### config.mk
export PLATFORM = sky130hd
export DESIGN_NAME = jk_counter_bank_flat
export DESIGN_NICKNAME = d
export VERILOG_FILES = /design/src/rtl/jk_counter_bank_pkg.sv /design/src/rtl/jk_counter_bank_if.sv /design/src/rtl/jk_counter_bank_cell.sv /design/src/rtl/jk_counter_bank.sv /design/src/flat_wrapper.sv
export SDC_FILE = /design/constraint.sdc
export NUM_CORES = 1
export LEC_CHECK = 0
export ABC_AREA = 1
export BUFFER_PORTS_ARGS = -buffer_cell sky130_fd_sc_hd__buf_2
export CAP_MARGIN = 20
export CORE_UTILIZATION = 49
export CTS_CLUSTER_SIZE = 24
export DETAILED_ROUTE_END_ITERATION = 16
export PLACE_DENSITY = 0.76
export SLEW_MARGIN = 25
export SYNTH_ARGS = -nofsm -noshare
export SYNTH_HDL_FRONTEND = slang
export SYNTH_SLANG_ARGS = --single-unit
### constraint.sdc
create_clock -name CLK -period 1.9 [get_ports CLK]
set_input_delay 0.19 -clock CLK [delete_from_list [all_inputs] [get_ports CLK]]
set_output_delay 0.19 -clock CLK [all_outputs]
set_load 0.02 [all_outputs]
### src/rtl/jk_counter_bank_pkg.sv
// Shared mode encoding for the JK counter bank and its bench.
package jk_pkg;

    localparam int JK_MODE_W = 2;

    typedef enum logic [JK_MODE_W-1:0] {
        JK_MODE_JK   = 2'b00,
        JK_MODE_UP   = 2'b01,
        JK_MODE_DOWN = 2'b10,
        JK_MODE_HOLD = 2'b11
    } jk_mode_t;

endpackage

### src/rtl/jk_counter_bank_if.sv
// Control/status bundle of the JK counter bank; CLK and Clear stay plain ports.
interface jk_counter_bank_if
    import jk_pkg::*;
#(
    parameter int WIDTH = 4
);
    logic             Preset;
    logic             EN;
    jk_mode_t         Mode;
    logic [WIDTH-1:0] J;
    logic [WIDTH-1:0] K;
    logic [WIDTH-1:0] Q;
    logic [WIDTH-1:0] Q_prim;
    logic             TC;

    modport master (
        output Preset, EN, Mode, J, K,
        input  Q, Q_prim, TC
    );

    modport slave (
        input  Preset, EN, Mode, J, K,
        output Q, Q_prim, TC
    );
endinterface

### src/rtl/jk_counter_bank_cell.sv
// One JK flip-flop with synchronous active-low Clear/Preset and a clock enable.
module jk_cell #(
    parameter logic PRESET_VAL = 1'b1
) (
    input  logic CLK,
    input  logic Clear,
    input  logic Preset,
    input  logic EN,
    input  logic J,
    input  logic K,
    output logic Q,
    output logic Q_prim
);

    logic r_q;

    always_ff @(posedge CLK) begin
        if (!Clear) begin
            r_q <= 1'b0;
        end else if (!Preset) begin
            r_q <= PRESET_VAL;
        end else if (EN) begin
            case ({J, K})
                2'b01:   r_q <= 1'b0;
                2'b10:   r_q <= 1'b1;
                2'b11:   r_q <= ~r_q;
                default: r_q <= r_q;
            endcase
        end
    end

    assign Q      = r_q;
    assign Q_prim = ~r_q;

endmodule

### src/rtl/jk_counter_bank.sv
// WIDTH-bit JK register / modulo up-down counter built from jk_cell instances.
// Optional macro JK_COUNTER_SATURATE_EN makes UP/DOWN saturate instead of wrap.
module jk_counter_bank
    import jk_pkg::*;
#(
    parameter int WIDTH   = 4,
    parameter int MODULUS = 2**WIDTH
) (
    input  logic               CLK,
    input  logic               Clear,
    jk_counter_bank_if.slave   bus
);

    localparam logic [WIDTH-1:0] MAX_VAL = WIDTH'(MODULUS - 1);
    localparam logic [WIDTH:0]   MOD_EXT = (WIDTH+1)'(MODULUS);

    if (MODULUS < 2 || MODULUS > (2**WIDTH)) begin : g_bad_modulus
        $error("jk_counter_bank: MODULUS out of range 2..2**WIDTH");
    end

    logic [WIDTH-1:0] w_q;
    logic [WIDTH-1:0] w_q_prim;
    logic [WIDTH-1:0] w_tog_up;
    logic [WIDTH-1:0] w_tog_dn;
    logic [WIDTH-1:0] w_j;
    logic [WIDTH-1:0] w_k;
    logic [WIDTH:0]   w_q_ext;

    assign w_q_ext = {1'b0, w_q};

    // Ripple toggle-enables: a bit flips when all lower bits are 1 (up) or 0 (down).
    assign w_tog_up[0] = 1'b1;
    assign w_tog_dn[0] = 1'b1;
    for (genvar gi = 1; gi < WIDTH; gi++) begin : g_tog
        assign w_tog_up[gi] = w_tog_up[gi-1] &  w_q[gi-1];
        assign w_tog_dn[gi] = w_tog_dn[gi-1] & ~w_q[gi-1];
    end

    always_comb begin
        w_j = '0;
        w_k = '0;
        case (bus.Mode)
            JK_MODE_JK: begin
                w_j = bus.J;
                w_k = bus.K;
            end
            JK_MODE_UP: begin
                if (w_q >= MAX_VAL) begin
`ifdef JK_COUNTER_SATURATE_EN
                    w_j = MAX_VAL;
                    w_k = ~MAX_VAL;
`else
                    w_j = '0;
                    w_k = '1;
`endif
                end else begin
                    w_j = w_tog_up;
                    w_k = w_tog_up;
                end
            end
            JK_MODE_DOWN: begin
                if (w_q_ext >= MOD_EXT) begin
                    w_j = MAX_VAL;
                    w_k = ~MAX_VAL;
                end else if (w_q == '0) begin
`ifdef JK_COUNTER_SATURATE_EN
                    w_j = '0;
                    w_k = '0;
`else
                    w_j = MAX_VAL;
                    w_k = ~MAX_VAL;
`endif
                end else begin
                    w_j = w_tog_dn;
                    w_k = w_tog_dn;
                end
            end
            default: begin
                w_j = '0;
                w_k = '0;
            end
        endcase
    end

    for (genvar gi = 0; gi < WIDTH; gi++) begin : g_cell
        jk_cell #(
            .PRESET_VAL (MAX_VAL[gi])
        ) u_cell (
            .CLK    (CLK),
            .Clear  (Clear),
            .Preset (bus.Preset),
            .EN     (bus.EN),
            .J      (w_j[gi]),
            .K      (w_k[gi]),
            .Q      (w_q[gi]),
            .Q_prim (w_q_prim[gi])
        );
    end

    assign bus.Q      = w_q;
    assign bus.Q_prim = w_q_prim;
    assign bus.TC     = bus.EN & (((bus.Mode == JK_MODE_UP)   & (w_q == MAX_VAL)) |
                                  ((bus.Mode == JK_MODE_DOWN) & (w_q == '0)));

endmodule

### src/flat_wrapper.sv
// flat-port wrapper written by rule: the top's interface ports become plain ports
module jk_counter_bank_flat import jk_pkg::*;
#(
    parameter int WIDTH   = 4,
    parameter int MODULUS = 2**WIDTH
)
  (CLK, Clear, bus_Preset, bus_EN, bus_Mode, bus_J, bus_K, bus_Q, bus_Q_prim, bus_TC);
  jk_counter_bank_if #(.WIDTH(WIDTH)) bus_i ();
  input  logic CLK;
  input  logic Clear;
  input wire logic [$bits(bus_i.Preset)-1:0] bus_Preset;
  input wire logic [$bits(bus_i.EN)-1:0] bus_EN;
  input wire logic [$bits(bus_i.Mode)-1:0] bus_Mode;
  input wire logic [$bits(bus_i.J)-1:0] bus_J;
  input wire logic [$bits(bus_i.K)-1:0] bus_K;
  output wire logic [$bits(bus_i.Q)-1:0] bus_Q;
  output wire logic [$bits(bus_i.Q_prim)-1:0] bus_Q_prim;
  output wire logic [$bits(bus_i.TC)-1:0] bus_TC;
  assign bus_i.Preset = bus_Preset;
  assign bus_i.EN = bus_EN;
  assign bus_i.Mode = bus_Mode;
  assign bus_i.J = bus_J;
  assign bus_i.K = bus_K;
  assign bus_Q = bus_i.Q;
  assign bus_Q_prim = bus_i.Q_prim;
  assign bus_TC = bus_i.TC;
  jk_counter_bank #(.WIDTH(WIDTH), .MODULUS(MODULUS)) u_core (.CLK(CLK), .Clear(Clear), .bus(bus_i));
endmodule
==> impl_metrics.csv <==
group,metric,value,unit
outcome,status,"finished, final reports clean",
yosys,synth-seq-cells,4,
placed_design,port_buffers,22,
finish,multi_input_area,447,um2
global_route,grt_use_met1,24.2,%
clocking,cts_num_sinks,4,
yosys,synthTopCellsByCount,"37 x nand2_1, 21 x inv_1, 18 x nor2_1",
timing,grt_setup_unrepaired,"no",
placed_design,post-dp-hpwl,1.13,mm
finish,fin_nets,163,
timing,fmax,0.615,GHz
worst_setup_path,critical_path_arrival,1.76,ns
detailed_routing,drtIter0Drc,17,
timing,relSlewSlack,82.7,%
worst_setup_path,timing.critical_path.mode_cell,"nand2_1",
yosys,synth_compound_area_share,4.22,%
die,io_pins,23,
timing,tightest_slew,0.256,ns
clocking,path_clk_slew,0.04,ns
clocking,cts.htree.levels,1,
yosys,ys_types,16,
run,cap_violations,0,
yosys,yosys_warnings,0,
global_route,overflow,0,
yosys,synth_edf_count,0,
global_route,track_usage,19.5,%
detailed_routing,wl_per_cell,8.70,um
timing,fin_skew,0.00330,ns
worst_setup_path,worstSetupPathType,"reg2reg",
yosys,synth.most_common_cell,"nand2_1",
worst_hold_path,holdCritPathClass,"in2reg",
worst_setup_path,cpPeakStageDelay,0.41,ns
timing,timing.setup.tns,0,ns
global_route,grt_pass1_wl,2.04,mm
global_route,grt_max_degree,10,
placed_design,gp_congestion,0.887,
yosys,synth_top_family_by_area,"simple AND/OR/NAND/NOR gates",
clocking,cts_max_path_buffers,2,
yosys,ys_dominant_reg_cell,"dfxtp_1",
pwr,irDropWorstVdd,0.346,mV
clocking,cts-root-buf,"clkbuf_4",
yosys,avgSynthCellArea,5.54,um2
yosys,synthSimpleGateAreaFrac,46.6,%
worst_setup_path,cp-start-kind,"register",
die,start_util,52.4,%
die,die_h,39.3,um
detailed_routing,wl,1.34,mm
timing,drv_slew,0,
global_route,grt_pass1_vias,541,
yosys,synth_nets,145,
yosys,synth-adder-area-share,14.7,%
global_route,top_usage_layer,"met2",
clocking,cts_tree,"done",
timing,fin_crit_sh,85.6,%
yosys,async_flop_share,0,%
yosys,syn_area,682,um2
clocking,clk_latency,0.24,ns
pwr,fin_total_pwr,436,uW
detailed_routing,firstDrtPassIters,4,
placed_design,place_ws,0.273,ns
pwr,p_leak,0.470,nW
finish,area_growth_syn_to_layout,12.7,%
detailed_routing,ant_nets,0,
yosys,syn_inst,123,
finish,largest_reg_flops,4,
worst_setup_path,cp_slowest_cell,"dfxtp_1",
yosys,yosys.area_share.xor_xnor,0,%
detailed_routing,viasPerCell,4.70,
die,die_area,1540,um2
timing,fin_ws,0.273,ns
timing,finalHoldViolCount,0,
clocking,post-cts-setup-buffer-count,0,
yosys,muxShareOfSynthArea,0,%
worst_setup_path,path_cells,"nand2_1, nor2_1, nor2_1, nand2_1, nand3b_1, ha_1, inv_1, nand3_1, nand2_1, nand2_1, nand2_1, nor2_1",
finish,fillers,137,
clocking,cts_buffers,3,
yosys,yosysTopAreaCell,"nand2_1",
yosys,yosys-top-cells-area,"nand2_1 20%, ha_1 15%, dfxtp_1 12%, inv_1 12%, nor2_1 9.9%",
yosys,synth_top_area_share,20.4,%
detailed_routing,via_count,724,
global_route,grt_use_met3,6.82,%
finish,diodes,0,
die,row_count,13,
timing,finalSetupViolCount,0,
worst_setup_path,worstPathRequired,2.04,ns
worst_setup_path,crit_path_end_kind,"register",
timing,min_period,1.63,ns
die,die_w,39.3,um
yosys,yosysSeqAreaShare,11.7,%
pwr,powerDensity,567,nW/um2
clocking,post_cts_resized,0,
global_route,antenna_found_initial,0,
finish,register_area,80.1,um2
detailed_routing,drc,0,
global_route,grt_util_met2,32.9,%
die,coreArea,1300,um2
clocking,cts_hold_buf,0,
finish,drive_gt1_share,23.0,%
worst_setup_path,crit_fanout,6,
[path summary, 6_finish.rpt]
kind	startpoint	to	slack [ns]	cells after the start
worst max register to register	u_core.g_cell[2].u_cell.Q$_SDFFE_PN0P_	u_core.g_cell[1].u_cell.Q$_SDFFE_PN0P_	0.27	12
worst min-delay path	Clear	u_core.g_cell[3].u_cell.Q$_SDFFE_PN0P_	0.22	3
worst max-delay path	u_core.g_cell[2].u_cell.Q$_SDFFE_PN0P_	u_core.g_cell[1].u_cell.Q$_SDFFE_PN0P_	0.27	12
worst min register to register	u_core.g_cell[0].u_cell.Q$_SDFFE_PN0P_	u_core.g_cell[0].u_cell.Q$_SDFFE_PN0P_	0.63	4
[final cells by class]
class	instances	area share, %
clock buffer	3	2.93
inverter	24	11.7
multi-input combinational	86	58.1
sequential	4	10.4
tap	15	2.44
timing repair buffer	22	14.3
[cell families (layout without fill, tap and decap cells)]
logic type	count (synthesis)	in the layout
compound gates	5	5
fa+ha+maj	8	8
buf+inv	33	49
flops	4	4
simple gates	73	73
[through the flow]
| stage | area [um2] | utilization, % | hold WS [ns] | std cells |
|---|---|---|---|---|
| final | 768 | 59.0 | 0.222 | 154 |
| after global routing | 768 | 59.0 | 0.229 | 154 |
| after CTS | 768 | 59.0 | 0.218 | 154 |
| after detailed placement | 746 | 57.3 | 0.469 | 151 |
| after global placement | 746 | 57.3 | 0.469 | 151 |
| after floorplan | 682 | - | 0.310 | 123 |
[critical path: cells and delay by family (launching register included)]
family / cells / cell delay [ns]
buf+inv: 1 / 0.05
fa+ha+maj: 1 / 0.28
flops: 1 / 0.41
simple gates: 10 / 0.78
[layout by cell type (no fill, tap or decap), types with 3 or more instances in the layout]
| cell type | instances |
|---|---|
| nand3b_1 | 5 |
| ha_1 | 8 |
| inv_2 | 3 |
| inv_1 | 21 |
| clkbuf_4 | 3 |
| nand3_1 | 10 |
| nor2_1 | 18 |
| nand2_1 | 37 |
| dfxtp_1 | 4 |
| buf_2 | 22 |
[where the power goes]
part	total (mW)	switching, mW	internal, mW	leakage [nW]
Sequential	0.109	0.0133	0.0960	0.0334
Combinational	0.217	0.138	0.0790	0.423
Clock	0.110	0.0389	0.0709	0.0138
[metal layers]
metal,vias to the layer above,wire length (um)
met2,23,616
li1,397,-
met3,0,89
met1,304,634
met5,-,0
met4,0,0
Note: power is estimated with default switching activity, not from simulation.
